<file path="src/rtl/mem_wb_buffer_pkg.sv">
// rtl/mem_wb_buffer_pkg.sv - shared writeback request type and buffer defaults
package mem_wb_buffer_pkg;

   localparam int MEM_WB_DEPTH        = 4;
   localparam int MEM_WB_STARVE_LIMIT = 8;

   localparam int RD_W   = 5;
   localparam int DATA_W = 32;
   localparam int ROB_W  = 5;

   // One writeback request; valid doubles as the push request on the input side.
   typedef struct packed {
      logic              valid;
      logic [RD_W-1:0]   rd;
      logic [DATA_W-1:0] data;
      logic [ROB_W-1:0]  rob_idx;
   } wb_req_t;

endpackage

</file>
<file path="src/rtl/mem_wb_buffer_if.sv">
// rtl/mem_wb_buffer_if.sv - producer/arbiter side bundle of the writeback buffer
interface mem_wb_buffer_if
   import mem_wb_buffer_pkg::*;
#(
   parameter int DEPTH = MEM_WB_DEPTH
) ();

   wb_req_t              i_req;
   logic                 o_ready;
   wb_req_t              o_req;
   logic                 i_grant;
   logic                 i_flush;
   logic [$clog2(DEPTH):0] o_count;
   logic                 o_starve;

   // Environment side: producer pushes, arbiter grants, pipeline flushes.
   modport master (
      output i_req, i_grant, i_flush,
      input  o_ready, o_req, o_count, o_starve
   );

   // Buffer side.
   modport slave (
      input  i_req, i_grant, i_flush,
      output o_ready, o_req, o_count, o_starve
   );

endinterface

</file>
<file path="src/rtl/mem_wb_buffer_starve_counter.sv">
// rtl/mem_wb_buffer_starve_counter.sv - saturating wait counter for an ungranted head
module wb_starve_counter #(
   parameter int LIMIT = 8
) (
   input  logic i_clk,
   input  logic i_rst_n,
   input  logic i_valid,
   input  logic i_grant,
   input  logic i_clear,
   output logic o_starve
);

   localparam int             W       = $clog2(LIMIT + 1);
   localparam logic [W-1:0]   LIMIT_W = W'(LIMIT);

   logic [W-1:0] wait_q;
   logic [W-1:0] wait_d;

   // Count cycles the head sits ungranted; restart whenever it leaves or the buffer empties.
   always_comb begin
      wait_d = wait_q;
      if (i_clear || !i_valid) begin
         wait_d = '0;
      end else if (!i_grant && (wait_q != LIMIT_W)) begin
         wait_d = wait_q + W'(1);
      end
   end

   // Counter register.
   always_ff @(posedge i_clk or negedge i_rst_n) begin
      if (!i_rst_n) begin
         wait_q <= '0;
      end else begin
         wait_q <= wait_d;
      end
   end

   // Derived only from the register, so grant cannot glitch it.
   assign o_starve = (wait_q == LIMIT_W);

endmodule

</file>
<file path="src/rtl/mem_wb_buffer.sv">
// rtl/mem_wb_buffer.sv - in-order FIFO of load/multiplier results awaiting writeback
module mem_wb_buffer
   import mem_wb_buffer_pkg::*;
#(
   parameter int DEPTH        = MEM_WB_DEPTH,
   parameter int STARVE_LIMIT = MEM_WB_STARVE_LIMIT
) (
   input  logic              i_clk,
   input  logic              i_rst_n,
   mem_wb_buffer_if.slave    bus
);

   localparam int              PTR_W   = $clog2(DEPTH);
   localparam int              CNT_W   = PTR_W + 1;
   localparam logic [CNT_W-1:0] DEPTH_C = CNT_W'(DEPTH);

   wb_req_t          mem_q [DEPTH];
   logic [PTR_W-1:0] rd_ptr_q, rd_ptr_d;
   logic [PTR_W-1:0] wr_ptr_q, wr_ptr_d;
   logic [CNT_W-1:0] count_q,  count_d;
   logic             not_empty;
   logic             push;
   logic             pop;

   assign not_empty = (count_q != '0);
   // Ready ignores a same-cycle pop so it depends only on registered state.
   assign bus.o_ready = (count_q != DEPTH_C);
   assign push = bus.i_req.valid && bus.o_ready && !bus.i_flush;
   assign pop  = not_empty && bus.i_grant && !bus.i_flush;

   // Pointer and occupancy update; flush wins over push and pop.
   always_comb begin
      rd_ptr_d = rd_ptr_q;
      wr_ptr_d = wr_ptr_q;
      count_d  = count_q;
      if (bus.i_flush) begin
         rd_ptr_d = '0;
         wr_ptr_d = '0;
         count_d  = '0;
      end else begin
         if (push) begin
            wr_ptr_d = wr_ptr_q + PTR_W'(1);
         end
         if (pop) begin
            rd_ptr_d = rd_ptr_q + PTR_W'(1);
         end
         count_d = count_q + CNT_W'(push) - CNT_W'(pop);
      end
   end

   // Control state registers.
   always_ff @(posedge i_clk or negedge i_rst_n) begin
      if (!i_rst_n) begin
         rd_ptr_q <= '0;
         wr_ptr_q <= '0;
         count_q  <= '0;
      end else begin
         rd_ptr_q <= rd_ptr_d;
         wr_ptr_q <= wr_ptr_d;
         count_q  <= count_d;
      end
   end

   // Payload storage, deliberately not reset.
   always_ff @(posedge i_clk) begin
      if (push) begin
         mem_q[wr_ptr_q] <= bus.i_req;
      end
   end

   // Head entry straight from storage; a pushed entry is seen the cycle after its push.
   always_comb begin
      bus.o_req       = mem_q[rd_ptr_q];
      bus.o_req.valid = mem_q[rd_ptr_q].valid && not_empty;
   end

   assign bus.o_count = count_q;

   wb_starve_counter #(
      .LIMIT (STARVE_LIMIT)
   ) u_starve (
      .i_clk    (i_clk),
      .i_rst_n  (i_rst_n),
      .i_valid  (not_empty),
      .i_grant  (bus.i_grant),
      .i_clear  (pop || bus.i_flush),
      .o_starve (bus.o_starve)
   );

   // A refused request must be held unchanged until it is accepted or flushed.
   property p_hold_while_not_ready;
      @(posedge i_clk) disable iff (!i_rst_n)
         (bus.i_req.valid && !bus.o_ready && !bus.i_flush)
            |=> (bus.i_req.valid && (bus.i_req == $past(bus.i_req)));
   endproperty
   a_hold_while_not_ready: assert property (p_hold_while_not_ready);

endmodule
</file>
<file path="src/flat_wrapper.sv">
// flat-port wrapper written by rule: the top's interface ports become plain ports
module mem_wb_buffer_flat import mem_wb_buffer_pkg::*;
#(
   parameter int DEPTH        = MEM_WB_DEPTH,
   parameter int STARVE_LIMIT = MEM_WB_STARVE_LIMIT
)
  (i_clk, i_rst_n, bus_i_req, bus_i_grant, bus_i_flush, bus_o_ready, bus_o_req, bus_o_count, bus_o_starve);
  mem_wb_buffer_if #(.DEPTH(DEPTH)) bus_i ();
  input  logic i_clk;
  input  logic i_rst_n;
  input wire logic [$bits(bus_i.i_req)-1:0] bus_i_req;
  input wire logic [$bits(bus_i.i_grant)-1:0] bus_i_grant;
  input wire logic [$bits(bus_i.i_flush)-1:0] bus_i_flush;
  output wire logic [$bits(bus_i.o_ready)-1:0] bus_o_ready;
  output wire logic [$bits(bus_i.o_req)-1:0] bus_o_req;
  output wire logic [$bits(bus_i.o_count)-1:0] bus_o_count;
  output wire logic [$bits(bus_i.o_starve)-1:0] bus_o_starve;
  assign bus_i.i_req = bus_i_req;
  assign bus_i.i_grant = bus_i_grant;
  assign bus_i.i_flush = bus_i_flush;
  assign bus_o_ready = bus_i.o_ready;
  assign bus_o_req = bus_i.o_req;
  assign bus_o_count = bus_i.o_count;
  assign bus_o_starve = bus_i.o_starve;
  mem_wb_buffer #(.DEPTH(DEPTH), .STARVE_LIMIT(STARVE_LIMIT)) u_core (.i_clk(i_clk), .i_rst_n(i_rst_n), .bus(bus_i));
endmodule
</file>
<file path="config.mk">
export PLATFORM = sky130hd
export DESIGN_NAME = mem_wb_buffer_flat
export DESIGN_NICKNAME = d
export VERILOG_FILES = /design/src/rtl/mem_wb_buffer_pkg.sv /design/src/rtl/mem_wb_buffer_if.sv /design/src/rtl/mem_wb_buffer_starve_counter.sv /design/src/rtl/mem_wb_buffer.sv /design/src/flat_wrapper.sv
export SDC_FILE = /design/constraint.sdc
export NUM_CORES = 1
export LEC_CHECK = 0
export ABC_AREA = 1
export BUFFER_PORTS_ARGS = -buffer_cell sky130_fd_sc_hd__buf_2
export CELL_PAD_IN_SITES_DETAIL_PLACEMENT = 1
export CELL_PAD_IN_SITES_GLOBAL_PLACEMENT = 2
export CORE_UTILIZATION = 36
export CTS_CLUSTER_SIZE = 10
export DETAILED_ROUTE_END_ITERATION = 6
export GPL_TIMING_DRIVEN = 0
export MAX_ROUTING_LAYER = met4
export PLACE_DENSITY = 0.73
export SLEW_MARGIN = 20
export SYNTH_ARGS = -nofsm -noshare
export SYNTH_HDL_FRONTEND = slang
export SYNTH_SLANG_ARGS = --single-unit
</file>
<file path="constraint.sdc">
create_clock -name i_clk -period 3 [get_ports i_clk]
set_input_delay 0.6 -clock i_clk [delete_from_list [all_inputs] [get_ports i_clk]]
set_output_delay 0.6 -clock i_clk [all_outputs]
set_load 0.01 [all_outputs]
</file>
Word-level counts from Yosys, hierarchy flattened
Memory sizes are Yosys's and may differ from the RTL's.
Cells that the tools add are included.
{ "word_totals": {"ff_bits": 11, "ram_bits": 172, "in_bits": 47, "out_inout_bits": 48, "wordCells": 37, "mem_count": 1} }
{ "op_classes": {"add_sub_neg": 5, "eq_ne": 3, "mux": 9, "n_reduce_logical": 15} }
{ "memory_table": {"columns": ["name", "words", "word_bits", "rd", "rd_clocked_by_memory_dff", "wr", "line_no", "rtl"], "rows": [
  ["u_core.mem_q", 4, 43, 1, 0, 1, "mem_wb_buffer.sv:17", "wb_req_t mem_q [DEPTH];"]
]} }
{ "op_table": {"columns": ["cell", "n"], "rows": [
  ["2-bit two-way mux", 4],
  ["4-bit two-way mux", 2],
  ["1-bit logical AND", 6],
  ["2-bit nonzero test", 3],
  ["2-bit by 1-bit adder with 2-bit output, second input constant", 2],
  ["4-bit by 1-bit adder with 4-bit output, second input constant", 1],
  ["4-bit equality test, second input constant", 1],
  ["4-bit inequality test, second input constant", 1],
  ["3-bit by 1-bit adder with 3-bit output", 1],
  ["1-bit logical NOT", 3],
  ["3-bit two-way mux", 1],
  ["3-bit inequality test, second input constant", 1],
  ["3-bit nonzero test", 1],
  ["3-bit by 1-bit subtractor with 3-bit output", 1],
  ["1-bit logical OR", 2],
  ["1-bit two-way mux", 2]
]} }

Depth between registers and ports, before layout
{ "depth": {"word_depth": 6, "ltp_mapped": 12, "mapped_depth_nobuf": 12} }

By module
A second synthesis with hierarchy kept.
{ "hier_totals": {"cells_unflattened": 516, "hier_area_um2": 7215.7} }
{ "modules_own_cells": {"columns": ["module", "n_inst", "cells_each", "area_each_um2", "seq_area_each_um2"], "rows": [
  ["mem_wb_buffer", 1, 485, 6959.2, 5340.1],
  ["wb_starve_counter", 1, 31, 256.5, 100.1]
]} }

Least setup slack after synthesis
Ideal clock, no wire load.
{ "synth_timing": {"kind": "reg2reg", "start": "reg u_core.count_q[1], in the netlist u_core.bus.o_count[1]", "end": "mem u_core.mem_q[0][0] in the netlist's numbering, enable pin", "setup_time_ps": 444, "arrival_ps": 2703, "t_required_ps": 2556, "path_slack_ps": -147, "path_stages_with_launch": 5, "path_buffers": 0, "synth_period_minus_slack_ps": 3147, "cell_sequence": "dfrtp_1 -> nor2_1 -> nand2_1 -> nand3_1 -> nor2_1"} }
{ "synth_between": {"elab_chain_len": 5} }
{ "synth_lines": {"columns": ["element", "line_no", "rtl"], "rows": [
  ["from (decl)", "mem_wb_buffer.sv:20", "logic [CNT_W-1:0] count_q, count_d;"],
  ["from (signal assigned)", "mem_wb_buffer.sv:60", "count_q <= count_d;"],
  ["3-bit inequality test", "mem_wb_buffer.sv:27", "assign bus.o_ready = (count_q != DEPTH_C);"],
  ["net bus_o_ready", "flat_wrapper.sv:14", "output wire logic [$bits(bus_i.o_ready)-1:0] bus_o_ready;"],
  ["1-bit logical AND (2 in series)", "mem_wb_buffer.sv:28", "assign push = bus.i_req.valid && bus.o_ready && !bus.i_flush;"],
  ["1-bit two-way mux", "mem_wb_buffer.sv:66", "if (push) begin"],
  ["1-bit two-way mux (not written as such)", "mem_wb_buffer.sv:67", "mem_q[wr_ptr_q] <= bus.i_req;"],
  ["to (decl)", "mem_wb_buffer.sv:17", null]
]} }
The timed path passes the listed nets, and every way through them passes these cells.

Worst setup path after layout
{ "layout_timing": {"start": "reg u_core.rd_ptr_q[0]", "end": "out bus_o_req[12]"} }
{ "layout_between": {"elab_chain_len": 1} }
{ "layout_lines": {"columns": ["element", "line_no", "rtl"], "rows": [
  ["from (decl)", "mem_wb_buffer.sv:18", "logic [PTR_W-1:0] rd_ptr_q, rd_ptr_d;"],
  ["from (signal assigned)", "mem_wb_buffer.sv:58", "rd_ptr_q <= rd_ptr_d;"],
  ["memory read 4 x 43 bit", null, null],
  ["to (decl)", "flat_wrapper.sv:15", "output wire logic [$bits(bus_i.o_req)-1:0] bus_o_req;"]
]} }
Every way passes these cells.

==> run_results.csv <==
group,metric,value,unit
global_route,grt_first_pass_wirelength,27.0,mm
outcome,status,"complete, no violations",
timing,post-route-period-util,0.841,
critical_path,crit_required,2.40,ns
synth,yosysWarnings,0,
layout,final_common_cell,"edfxtp_1",
critical_path,cp-start-kind,"flop",
global_route,grt_antenna_before_repair,1,
clock_network,path_clk_slew,0.07,ns
global_route,grt_pass1_vias,4863,
power_and_ir_drop,finalPower,7.31,mW
clock_network,postCtsResizedCells,0,
floorplan,std_cell_rows,50,
global_route,grt_usage,0.189,
critical_path,critical_path.top_delay_family,"buffers and inverters",
placed_design,dp_hpwl,11.4,mm
clock_network,cts_buffer_depth,2,
placed_design,place_area,8130,um^2
synth,synth_seq_cells,183,
clock_network,postCtsHoldBufs,0,
critical_path,path_buf_inv,4,
floorplan,die_area,20300,um^2
power_and_ir_drop,leakagePower,3.21,nW
critical_path,rr_worst_depth,6,
critical_path,max_stage_delay,0.39,ns
timing,fin_crit,2.52,ns
critical_path,reg2reg_slack,0.60,ns
placed_design,dp_cells,874,
placed_design,place.gp.congestion,0.738,
critical_path,reg2reg_from,"u_core.bus.o_count[1]",
clock_network,htreeDepth,4,
timing,worst_clock_skew,0.00749,ns
floorplan,dieHeight,142,um
timing,slew_headroom,0.524,
timing,drv_slew,0,
synth,synth_cells,512,
synth,synth_cell_type_count,22,
placed_design,io_buffers,94,
routing,drc,0,
synth,syn_area_per_cell,13.8,um^2
synth,synth_fp_nets,568,
critical_path,path_cells,"buf_6, inv_4, clkbuf_1, o21ai_0, o22ai_1, buf_2",
routing,ant_nets,0,
routing,top_layer,"met4",
critical_path,critPathArrivalTime,1.92,ns
power_and_ir_drop,power_density,834,nW/um^2
timing,fmax,396,MHz
routing,dr_wl_met2,9.26,mm
synth,ys_seq_area_frac,0.768,
timing,rsz0062_at_grt,"no",
layout,design_area,8760,um^2
routing,routed_wl,17.6,mm
global_route,grt-ovfl-total,0,
worst_hold_path,hold_path.class,"in -> async",
layout,seqCellArea,5440,um^2
power_and_ir_drop,ir_drop,0.431,mV
clock_network,cts.sinks,183,
clock_network,cts_made_buffers,17,
timing,setup_viol,0,
layout,layout_common_cells,"172 x edfxtp_1, 110 x buf_2, 93 x nor2_1, 75 x o21ai_0, 42 x o22ai_1",
clock_network,clk_latency,0.42,ns
routing,post_drt_wl_per_cell,19.4,um
layout,nNetsFinal,689,
timing,worst-slew-pin-transition,0.712,ns
global_route,grt_max_degree,20,
layout,layout.cells.non_filler,907,
critical_path,crit_path_end_kind,"output pin",
layout,drive_gt1_frac,0.257,
routing,num_vias,4547,
clock_network,cts_root_buffer,"clkbuf_16",
synth,syn_area,7090,um^2
layout,area_growth_syn_to_layout,23.6,%
floorplan,core_area,19000,um^2
layout,fill_cells,1973,
timing,hold_violations,0,
routing,vias_per_cell,5.01,
floorplan,dieWidth,142,um
clock_network,postCtsSetupRepairBufs,0,
routing,drtPass1Iterations,4,
floorplan,start_util,0.373,
job,cap_violations,0,
routing,drt_iter0_markers,201,
routing,wirelength_met1,7.54,mm
clock_network,cts_tree,"built",
critical_path,cp_max_fo,10,
critical_path,critPathKind,"reg -> out",
routing,wl_met3,676,um
layout,multi_input_area,1410,um^2
floorplan,num_io_pins,95,
critical_path,slowest_stage,"clkbuf_1",
critical_path,r2r-end,"u_core.mem_q[0][7]",
[sequential cells by signal, indices dropped and copies added (netlist names)]
signal,count
u_core.mem_q,172
u_core.u_starve.wait_q,4
u_core.bus.o_count,3
u_core.rd_ptr_q,2
u_core.wr_ptr_q,2
[stage by stage]
stage | setup slack (ns) | TNS, ns | util | hold slack (ns)
4_1_cts | 0.397 | 0 | 0.461 | 0.0362
3_3_place_gp | -2.03 | -339.14 | 0.414 | 0.492
6_report | 0.478 | 0 | 0.461 | 0.0478
3_5_place_dp | 0.485 | 0 | 0.427 | 0.499
5_1_grt | 0.276 | 0 | 0.461 | 0.0385
2_1_floorplan | -0.147 | -25.23 | - | 0.304
[worst register-to-register path, stage by stage, from the launching register on]
cell and delay, ns:
dfrtp_1 0.44, nor2_1 0.09, nand2_1 0.17, nand3_1 0.38, nor2_4 0.60, buf_16 0.23, buf_16 0.18
[kinds of logic (layout without fill, tap and decap cells)]
kind of cell,count (synthesis),count (layout),synth area share
DFF,183,183,0.768
AOI/OAI and AO/OA,132,132,0.101
xor gates and xnor gates,1,1,0.00124
buffers and inverters,52,186,0.0378
and+or+nand+nor,135,135,0.0754
adders and majority gates,9,9,0.0169
other,0,1,0
[cells in the mapped netlist]
cell,instances,share of area
o21ai_1,10,0.0071
clkbuf_1,3,0.0016
nor2_1,97,0.051
inv_1,21,0.011
ha_1,8,0.014
xor2_1,1,0.0012
o22ai_1,42,0.037
clkbuf_2,4,0.0028
nand2_1,22,0.012
a21boi_1,1,0.0011
buf_6,6,0.0095
nand3_1,10,0.0071
edfxtp_1,172,0.73
dfrtp_1,11,0.039
o21ai_0,75,0.053
a21oi_1,4,0.0028
or2_2,1,0.00088
buf_2,16,0.011
fa_1,1,0.0028
inv_4,1,0.00088
inv_2,1,0.00053
nand4_1,5,0.0044
[report_power, final]
part / switching [mW] / internal, mW
sequential: 0.0589 / 2.96
clock: 0.947 / 1.43
combinational: 1.24 / 0.665
total: 2.25 / 5.06
[worst max-delay path by stage]
| stage | start | to | slack (ns) | cells after the start |
|---|---|---|---|---|
| after floorplan | u_core.bus.o_count[1] | u_core.mem_q[0][0] | -0.15 | 4 |
| after global placement | bus_i_req[42] | u_core.mem_q[0][37] | -2.03 | 3 |
| after detailed placement | bus_i_req[42] | u_core.mem_q[0][9] | 0.49 | 5 |
| after CTS | u_core.rd_ptr_q[0] | bus_o_req[14] | 0.40 | 6 |
| after global routing | u_core.rd_ptr_q[0] | bus_o_req[12] | 0.28 | 6 |
| final | u_core.rd_ptr_q[0] | bus_o_req[12] | 0.48 | 6 |
[per-layer routing]
| metal | up-vias | GRT usage |
|---|---|---|
| met5 | - | - |
| met4 | 0 | 0.0464 |
| met3 | 13 | 0.0417 |
| met2 | 88 | 0.334 |
| met1 | 2315 | 0.219 |
| li1 | 2131 | - |
[final cells by class]
type / count / area share
Sequential cell: 183 / 0.621
Multi-Input combinational cell: 277 / 0.161
Timing Repair Buffer: 102 / 0.0780
Clock buffer: 19 / 0.0506
Tap cell: 260 / 0.0371
Clock inverter: 13 / 0.0217
Buffer: 29 / 0.0204
Inverter: 23 / 0.0101
Antenna cell: 1 / 0.000286
Note: power is estimated with default switching activity, not from simulation.
